===== src/rtl/i2c_pkg.sv =====
// rtl/i2c_pkg.sv - shared I2C widths, arbiter state and client index types
package i2c_pkg;

    localparam int ADDR_W = 7;
    localparam int BYTE_W = 8;

    typedef enum logic [1:0] {
        IDLE,
        START,
        WAIT_BUSY,
        ACTIVE
    } arb_state_t;

    typedef logic client_t;

endpackage


===== src/rtl/i2c_arbiter_if.sv =====
// rtl/i2c_arbiter_if.sv - command/handshake bundle between the arbiter and i2c_master
interface i2c_arbiter_if;
    import i2c_pkg::*;

    logic              i2c_start;
    logic [BYTE_W-1:0] i2c_nbytes;
    logic [ADDR_W-1:0] i2c_addr;
    logic              i2c_rw;
    logic [BYTE_W-1:0] i2c_write_data;
    logic [BYTE_W-1:0] i2c_read_data;
    logic              i2c_tx_data_req;
    logic              i2c_rx_data_ready;
    logic              i2c_busy;

    modport master (
        output i2c_start, i2c_nbytes, i2c_addr, i2c_rw, i2c_write_data,
        input  i2c_read_data, i2c_tx_data_req, i2c_rx_data_ready, i2c_busy
    );

    modport slave (
        input  i2c_start, i2c_nbytes, i2c_addr, i2c_rw, i2c_write_data,
        output i2c_read_data, i2c_tx_data_req, i2c_rx_data_ready, i2c_busy
    );

endinterface


===== src/rtl/i2c_arbiter.sv =====
// rtl/i2c_arbiter.sv - two-client round-robin arbiter in front of one i2c_master
module i2c_arbiter
    import i2c_pkg::*;
#(
    parameter int TIMEOUT_CYCLES = 1024,
    parameter int TO_W           = 11
) (
    input  logic              clk,
    input  logic              reset,
    input  logic [1:0]        req,
    input  logic [BYTE_W-1:0] nbytes0,
    input  logic [BYTE_W-1:0] nbytes1,
    input  logic [ADDR_W-1:0] addr0,
    input  logic [ADDR_W-1:0] addr1,
    input  logic              rw0,
    input  logic              rw1,
    input  logic [BYTE_W-1:0] wdata0,
    input  logic [BYTE_W-1:0] wdata1,
    output logic [1:0]        grant,
    output logic [1:0]        done,
    output logic [1:0]        err,
    output logic [1:0]        tx_req,
    output logic [1:0]        rx_rdy,
    output logic [BYTE_W-1:0] rdata,
    i2c_arbiter_if.master     bus
);

    localparam logic [TO_W-1:0] TO_LIMIT = TO_W'(TIMEOUT_CYCLES);

    arb_state_t      state, state_nxt;
    client_t         owner, owner_nxt;
    client_t         last_owner, last_nxt;
    logic [TO_W-1:0] cnt, cnt_nxt, cnt_inc;
    logic [1:0]      done_nxt, err_nxt;

    // On contention the previous owner yields to its peer.
    function automatic client_t rr_pick(input logic [1:0] r, input client_t last);
        if (r == 2'b11) return ~last;
        else if (r[0])  return 1'b0;
        else            return 1'b1;
    endfunction

    always_ff @(posedge clk or posedge reset) begin
        if (reset) begin
            state      <= IDLE;
            owner      <= 1'b0;
            last_owner <= 1'b1;
            cnt        <= '0;
            done       <= '0;
            err        <= '0;
        end else begin
            state      <= state_nxt;
            owner      <= owner_nxt;
            last_owner <= last_nxt;
            cnt        <= cnt_nxt;
            done       <= done_nxt;
            err        <= err_nxt;
        end
    end

    always_comb begin
        state_nxt = state;
        owner_nxt = owner;
        last_nxt  = last_owner;
        cnt_nxt   = cnt;
        done_nxt  = '0;
        err_nxt   = '0;
        cnt_inc   = (cnt == TO_LIMIT) ? cnt : cnt + TO_W'(1);
        case (state)
            IDLE: begin
                if (req != 2'b00 && !bus.i2c_busy) begin
                    owner_nxt = rr_pick(req, last_owner);
                    state_nxt = START;
                end
            end
            START: begin
                cnt_nxt   = '0;
                state_nxt = WAIT_BUSY;
            end
            WAIT_BUSY: begin
                if (bus.i2c_busy) begin
                    state_nxt = ACTIVE;
                end else begin
                    cnt_nxt = cnt_inc;
                    if (cnt_inc == TO_LIMIT) begin
                        err_nxt[owner] = 1'b1;
                        last_nxt       = owner;
                        state_nxt      = IDLE;
                    end
                end
            end
            ACTIVE: begin
                if (!bus.i2c_busy) begin
                    done_nxt[owner] = 1'b1;
                    last_nxt        = owner;
                    state_nxt       = IDLE;
                end
            end
            default: state_nxt = IDLE;
        endcase
    end

    assign grant         = (state == IDLE) ? 2'b00 : (owner ? 2'b10 : 2'b01);
    assign bus.i2c_start = (state == START);
    assign tx_req        = grant & {2{bus.i2c_tx_data_req}};
    assign rx_rdy        = grant & {2{bus.i2c_rx_data_ready}};
    assign rdata         = bus.i2c_read_data;

    always_comb begin
        bus.i2c_nbytes     = '0;
        bus.i2c_addr       = '0;
        bus.i2c_rw         = 1'b0;
        bus.i2c_write_data = '0;
        if (grant != 2'b00) begin
            bus.i2c_nbytes     = owner ? nbytes1 : nbytes0;
            bus.i2c_addr       = owner ? addr1   : addr0;
            bus.i2c_rw         = owner ? rw1     : rw0;
            bus.i2c_write_data = owner ? wdata1  : wdata0;
        end
    end

endmodule

===== src/flat_wrapper.sv =====
// flat-port wrapper written by rule: the top's interface ports become plain ports
module i2c_arbiter_flat import i2c_pkg::*;
#(
    parameter int TIMEOUT_CYCLES = 1024,
    parameter int TO_W           = 11
)
  (clk, reset, req, nbytes0, nbytes1, addr0, addr1, rw0, rw1, wdata0, wdata1, grant, done, err, tx_req, rx_rdy, rdata, bus_i2c_start, bus_i2c_nbytes, bus_i2c_addr, bus_i2c_rw, bus_i2c_write_data, bus_i2c_read_data, bus_i2c_tx_data_req, bus_i2c_rx_data_ready, bus_i2c_busy);
  i2c_arbiter_if bus_i ();
  input  logic clk;
  input  logic reset;
  input  logic [1:0] req;
  input  logic [BYTE_W-1:0] nbytes0;
  input  logic [BYTE_W-1:0] nbytes1;
  input  logic [ADDR_W-1:0] addr0;
  input  logic [ADDR_W-1:0] addr1;
  input  logic rw0;
  input  logic rw1;
  input  logic [BYTE_W-1:0] wdata0;
  input  logic [BYTE_W-1:0] wdata1;
  output logic [1:0] grant;
  output logic [1:0] done;
  output logic [1:0] err;
  output logic [1:0] tx_req;
  output logic [1:0] rx_rdy;
  output logic [BYTE_W-1:0] rdata;
  output wire logic [$bits(bus_i.i2c_start)-1:0] bus_i2c_start;
  output wire logic [$bits(bus_i.i2c_nbytes)-1:0] bus_i2c_nbytes;
  output wire logic [$bits(bus_i.i2c_addr)-1:0] bus_i2c_addr;
  output wire logic [$bits(bus_i.i2c_rw)-1:0] bus_i2c_rw;
  output wire logic [$bits(bus_i.i2c_write_data)-1:0] bus_i2c_write_data;
  input wire logic [$bits(bus_i.i2c_read_data)-1:0] bus_i2c_read_data;
  input wire logic [$bits(bus_i.i2c_tx_data_req)-1:0] bus_i2c_tx_data_req;
  input wire logic [$bits(bus_i.i2c_rx_data_ready)-1:0] bus_i2c_rx_data_ready;
  input wire logic [$bits(bus_i.i2c_busy)-1:0] bus_i2c_busy;
  assign bus_i2c_start = bus_i.i2c_start;
  assign bus_i2c_nbytes = bus_i.i2c_nbytes;
  assign bus_i2c_addr = bus_i.i2c_addr;
  assign bus_i2c_rw = bus_i.i2c_rw;
  assign bus_i2c_write_data = bus_i.i2c_write_data;
  assign bus_i.i2c_read_data = bus_i2c_read_data;
  assign bus_i.i2c_tx_data_req = bus_i2c_tx_data_req;
  assign bus_i.i2c_rx_data_ready = bus_i2c_rx_data_ready;
  assign bus_i.i2c_busy = bus_i2c_busy;
  i2c_arbiter #(.TIMEOUT_CYCLES(TIMEOUT_CYCLES), .TO_W(TO_W)) u_core (.clk(clk), .reset(reset), .req(req), .nbytes0(nbytes0), .nbytes1(nbytes1), .addr0(addr0), .addr1(addr1), .rw0(rw0), .rw1(rw1), .wdata0(wdata0), .wdata1(wdata1), .grant(grant), .done(done), .err(err), .tx_req(tx_req), .rx_rdy(rx_rdy), .rdata(rdata), .bus(bus_i));
endmodule

===== config.mk =====
export PLATFORM = sky130hd
export DESIGN_NAME = i2c_arbiter_flat
export DESIGN_NICKNAME = d
export VERILOG_FILES = /design/src/rtl/i2c_pkg.sv /design/src/rtl/i2c_arbiter_if.sv /design/src/rtl/i2c_arbiter.sv /design/src/flat_wrapper.sv
export SDC_FILE = /design/constraint.sdc
export NUM_CORES = 1
export LEC_CHECK = 0
export CAP_MARGIN = 20
export CORE_MARGIN = 4
export CORE_UTILIZATION = 39
export DETAILED_ROUTE_END_ITERATION = 6
export PLACE_DENSITY_LB_ADDON = 0.25
export SYNTH_ARGS = -nofsm -noshare
export SYNTH_HDL_FRONTEND = slang
export SYNTH_SLANG_ARGS = --single-unit

===== constraint.sdc =====
create_clock -name clk -period 4.8 [get_ports clk]
set_clock_uncertainty 0.1 [all_clocks]
set_input_delay 0.48 -clock clk [delete_from_list [all_inputs] [get_ports clk]]
set_output_delay 0.48 -clock clk [all_outputs]
set_load 0.01 [all_outputs]

== Word level (Yosys, flattened, before mapping) ==
Cells that the tools add are included.
Word-level totals
  flip-flop bits (word level): 19
  latch bits: 0
  bits in writable memories: 0
  ROM bits: 0
  input port bits: 63
  output and inout port bits: 43
  logic and storage cells: 66
  memories: 0
Cells by class
  $add $sub $neg: 1
  multipliers: 0
  divide/modulo/power cells: 0
  $lt $le $gt $ge: 2
  equality and inequality tests: 11
  shifts and indexed selects: 0
  muxes and demuxes: 31
  bitwise gates (word level): 3
  reductions and logical operators: 12
Operators by type and width (count)
  two-way mux 8 bit: 4
  equality test 11 bit, second input constant: 2
  two-way mux 11 bit: 2
  two-way mux 2 bit: 11
  case mux 11 bit (2 select lines): 1
  two-way mux 7 bit: 2
  adder 11 x 1 -> 11 bit, second input constant: 1
  two-way mux 1 bit: 8
  case mux 2 bit (4 select lines): 1
  nonzero test 2 bit: 4
  equality test 2 bit, second input constant: 3
  bitwise AND 2 bit: 2
  inequality test 2 x 1 -> 1 bit, second input constant: 2
  inequality test 2 bit, second input constant: 2
  AND reduction 2 bit: 2
  AND reduction 4 bit: 1
  inequality test 3 x 2 -> 1 bit, second input constant: 1
  AND reduction 3 bit: 1
  equality test 2 x 1 -> 1 bit, second input constant: 1
  logical AND 1 bit: 2
  logical NOT 2 bit: 1
  less-than comparator 1 x 2 -> 1 bit, second input constant: 1
  case mux 1 bit (2 select lines): 1
  demux 1 bit (select 1 bit): 1
  other kinds (3): 3

== Longest topological paths before layout ==
  word-level depth: 7
  depth in mapped cells: 8
  mapped depth without buffers: 8

== Worst setup path before layout ==
No wires, ideal clock.
  path type: register to register
  start point: register u_core.cnt[0]
  end point: register u_core.state[1]
  setup time: 0.124 ns
  data arrival time: 1.908 ns
  required time: 4.576 ns
  setup slack: 2.668 ns
  stages on the path, launching flop included: 8
  path buffers: 0
  clock period less this slack: 2.132 ns
  cell sequence: dfrtp_1 -> ha_1 -> nand3_4 -> or4_4 -> a211oi_2 -> a41oi_1 -> o21ai_1 -> nand2_1
On the way
  word-level cells in the longest chain between the ends: 5
  elaborated cells on any way between the ends: 6
  those cells by class: 1 x add/sub; 3 x eq/ne; 1 x mux; 1 x reduce/logical
Ends and longest elaborated chain
  from (decl): line i2c_arbiter.sv:33  | logic [TO_W-1:0] cnt, cnt_nxt, cnt_inc;
  from (signal assigned): line i2c_arbiter.sv:55  | cnt <= cnt_nxt;
  adder 11 x 1 -> 11 bit / equality test 11 bit (equally long branches): line i2c_arbiter.sv:68  | cnt_inc = (cnt == TO_LIMIT) ? cnt : cnt + TO_W'(1);
  two-way mux 11 bit (*): line i2c_arbiter.sv:68
  equality test 11 bit (*): line i2c_arbiter.sv:85  | if (cnt_inc == TO_LIMIT) begin
  inequality test 3 x 2 -> 1 bit (no line) (*)
  AND reduction 3 bit (no line) (*)
  to (signal assigned): line i2c_arbiter.sv:52  | state <= state_nxt;
  to (decl): line i2c_arbiter.sv:30  | arb_state_t state, state_nxt;
Every way passes the cells marked *; elsewhere a longest branch is shown, timed or not.
A chain may end at the register's enable or synchronous reset.

== Worst setup path in the final report ==
  start point: register u_core.owner
  end point: output port bus_i2c_addr[0]
On the way
  word-level cells in the longest chain between the ends: 4
  elaborated cells on any way between the ends: 5
  those cells by class: 4 x mux; 1 x reduce/logical
Ends and longest elaborated chain
  from (decl): line i2c_arbiter.sv:31  | client_t owner, owner_nxt;
  from (signal assigned): line i2c_arbiter.sv:53  | owner <= owner_nxt;
  two-way mux 2 bit (2 in a row): line i2c_arbiter.sv:103  | assign grant = (state == IDLE) ? 2'b00 : (owner ? 2'b10 : 2'b01);
  nonzero test 2 bit: line i2c_arbiter.sv:114  | if (grant != 2'b00) begin
  two-way mux 7 bit (*): line i2c_arbiter.sv:114
  to (decl): line flat_wrapper.sv:28  | output wire logic [$bits(bus_i.i2c_addr)-1:0] bus_i2c_addr;
Marked as above.

==> out/qor.yml <==
logic_synthesis:
  synth_common_cells: "nor2_1, mux2i_1, dfrtp_1, nand2_1, o21ai_0"
  synth.net_count: 261
  synth.most_common_cell: "nor2_1"
  synth-edff-count: 0
  synthTopCellsByArea: "dfrtp_1, mux2i_1, nor2_1"
  async_flop_share_pct: 100
  synth_area_sq_um: 1610
  ys_warn_count: 0
  netlist.top_cell.by_area: "dfrtp_1"
  synth_top_area_share_pct: 28.0
  syn_inst: 196
  yosysSeqAreaShare_pct: 29.6
  ys_ff_latch: 19
  syn_area_per_cell_sq_um: 8.21
  synth_cell_types: 41
  ys.flop_type: "dfrtp_1"
worst_setup_path:
  critical_path_class: "reg2out"
  cp_top_family: "flip-flops"
  r2r_start: "u_core.cnt[0]$_DFFE_PP0P_"
  end_kind: "primary output"
  cp.required_ns: 4.22
  crit_chain: "buf_4, mux2i_1, nor2_1, clkdlybuf4s50_1"
  crit_slowest_cell: "dfrtp_1"
  r2r_cells: 7
  r2r_setup_slack_ns: 2.41
  crit_fanout: 21
  cp_data_arrival_time_ns: 2.29
  r2r_end: "u_core.state[1]$_DFFE_PP0P_"
  cpPeakStageDelay_ns: 0.93
  critPathBufInv: 2
  cp-start-kind: "flip-flop"
route:
  drt-wirelength-per-cell_microns: 15.3
  vias: 1713
  drt_iter0_markers: 142
  drt-total-wl_microns: 4950
  drt.antenna.violating_nets: 0
  vias_per_cell: 5.29
  drc: 0
  drtPass1Iterations: 4
die:
  ios: 106
  dieArea_sq_um: 5220
  initial_utilization_pct: 40.2
  die_w_microns: 72.2
  coreArea_sq_um: 4000
  die_h_microns: 72.2
  num_rows: 23
grt:
  antenna_found_initial: 0
  grt_max_degree: 27
  grtUsageTotal_pct: 19.5
  grt_pass1_vias: 1785
  grt-ovfl-total: 0
  grt_pass1_wl_microns: 8120
clock_tree:
  cts-resized-gates: 0
  clock_path_buffers: 2
  cts_made_buffers: 3
  htreeDepth: 1
  post-cts-setup-buffers: 0
  cts_sinks: 19
  cts-hold-fix-buffers: 0
  path_clk_slew_ns: 0.08
  clkLatencyLatePin_ns: 0.26
  cts_root_buf: "clkbuf_8"
  cts_tree: "yes"
timing:
  finalSetupViolCount: 0
  hold_viol_final: 0
  tightest_slew_ns: 0.900
  rsz0062_at_grt: "false"
  tns_ns: 0
  relSlewSlack_pct: 40.0
  fmax_mhz: 349
  drv_slew: 0
  period_needed_ns: 2.87
  finalCritPeriodShare_pct: 59.7
power:
  powerDensity_nw_per_um2: 446
  power_frac_comb_pct: 66.7
  switching_share_pct: 40.8
  intPower_uw: 663
  p_clk_share_pct: 10.0
  total_power_uw: 1120
  p_leak_uw: 0.00107
  vdd_drop_max_mv: 0.246
  sequentialPowerShare_pct: 23.2
  switchingPower_uw: 458
placement:
  routabilityCongestion: 0.827
  dpl.hpwl_microns: 4020
  dp_cells: 320
  io_buffers: 89
min_path:
  hold_depth: 2
  worstHoldStart: "u_core.last_owner$_DFFE_PP1P_"
  worstHoldEndpoint: "u_core.last_owner$_DFFE_PP1P_"
  holdCritPathClass: "reg2reg"
finish:
  drive_above_1_share_pct: 5.84
  diodes: 0
  fin_cells: 324
  fin_nets: 340
  areaGrowthSynthToFinish_pct: 56.2
  utilization_pct: 62.8
flow_run:
  drv_cap: 0
run_status:
  status: "complete, no violations"
## worst max-delay path by stage
| stage | from | endpoint | slack, ns | cells after the start |
|---|---|---|---|---|
| 2_1_floorplan | u_core.cnt[0]$_DFFE_PP0P_ | u_core.state[1]$_DFFE_PP0P_ | 2.67 | 7 |
| 3_3_place_gp | u_core.owner$_DFFE_PP0P_ | bus_i2c_addr[5] | 2.20 | 4 |
| 3_5_place_dp | u_core.owner$_DFFE_PP0P_ | bus_i2c_addr[0] | 2.19 | 4 |
| 4_1_cts | u_core.owner$_DFFE_PP0P_ | bus_i2c_nbytes[3] | 1.90 | 4 |
| 5_1_grt | u_core.owner$_DFFE_PP0P_ | bus_i2c_rw | 1.74 | 4 |
| 6_report | u_core.owner$_DFFE_PP0P_ | bus_i2c_addr[0] | 1.93 | 4 |
## flip-flops by register name, indices dropped and copies added (netlist names)
signal,count
u_core.cnt,11
u_core.last_owner,1
u_core.owner,1
u_core.state,2
u_core.err,2
u_core.done,2
## metrics by stage
stage,setup slack (ns),instance area (sq um),hold WS [ns]
final,1.93,2510,0.408
after global placement,2.20,2470,0.393
after detailed placement,2.19,2470,0.394
after CTS,1.90,2510,0.409
after global routing,1.74,2510,0.426
after floorplan,2.67,1610,0.330
## cell usage in the layout, fill, tap and decap left out, types with 2 or more instances in the layout
master / instances
clkdlybuf4s50_1: 89
nor2_1: 44
mux2i_1: 25
dfrtp_1: 18
nand2_1: 11
o21ai_0: 9
nand3_1: 8
inv_1: 7
o21ai_1: 6
nand2b_1: 4
nand4_1: 4
and3_1: 4
o31ai_1: 4
o41ai_1: 3
clkbuf_8: 3
o21a_1: 2
nor3_1: 2
a21o_1: 2
nor4b_2: 2
xnor2_1: 2
a31o_2: 2
a21oi_1: 2
ha_1: 2
buf_4: 2
## routing by layer
metal / up-vias / GRT usage [%] / wire length [microns] / share of wire, %
met5: - / 0 / 0 / 0
met4: 0 / 5.85 / 50 / 1.0
met3: 6 / 6.79 / 433 / 8.7
met2: 69 / 32.3 / 2540 / 51
met1: 793 / 23.8 / 1920 / 39
li1: 845 / - / - / -
## worst min-delay path, cell delays in order (launching register included)
cell and delay [ns]:
dfstp_2 0.37, o21ai_1 0.06, o31ai_1 0.07
## power by group through the flow
stage | logic [uW] | clock network [uW] | registers [uW]
2_1_floorplan | 443 | 0 | 214
4_1_cts | 756 | 116 | 261
3_3_place_gp | 748 | 0 | 262
5_1_grt | 813 | 123 | 271
3_5_place_dp | 750 | 0 | 264
6_report | 748 | 112 | 260
## cells by family (layout without fill, tap and decap cells)
| group | count (synthesis) | in the layout | synth area share [%] |
|---|---|---|---|
| AOI/OAI and AO/OA | 36 | 36 | 16.3 |
| xor gates and xnor gates | 3 | 3 | 1.63 |
| adders and majority gates | 2 | 2 | 1.55 |
| buffers and inverters | 24 | 102 | 8.40 |
| DFF | 19 | 19 | 29.6 |
| muxes | 25 | 25 | 15.6 |
| and+or+nand+nor | 87 | 87 | 27.0 |
## layout make-up
type,count,area [sq um]
Sequential cell,19,477
Clock buffer,4,45.0
Inverter,7,26.3
Tap cell,50,62.6
Fill cell,350,1490
Multi-Input combinational cell,153,997
Timing Repair Buffer,91,906
Note: power is estimated with default switching activity, not from simulation.
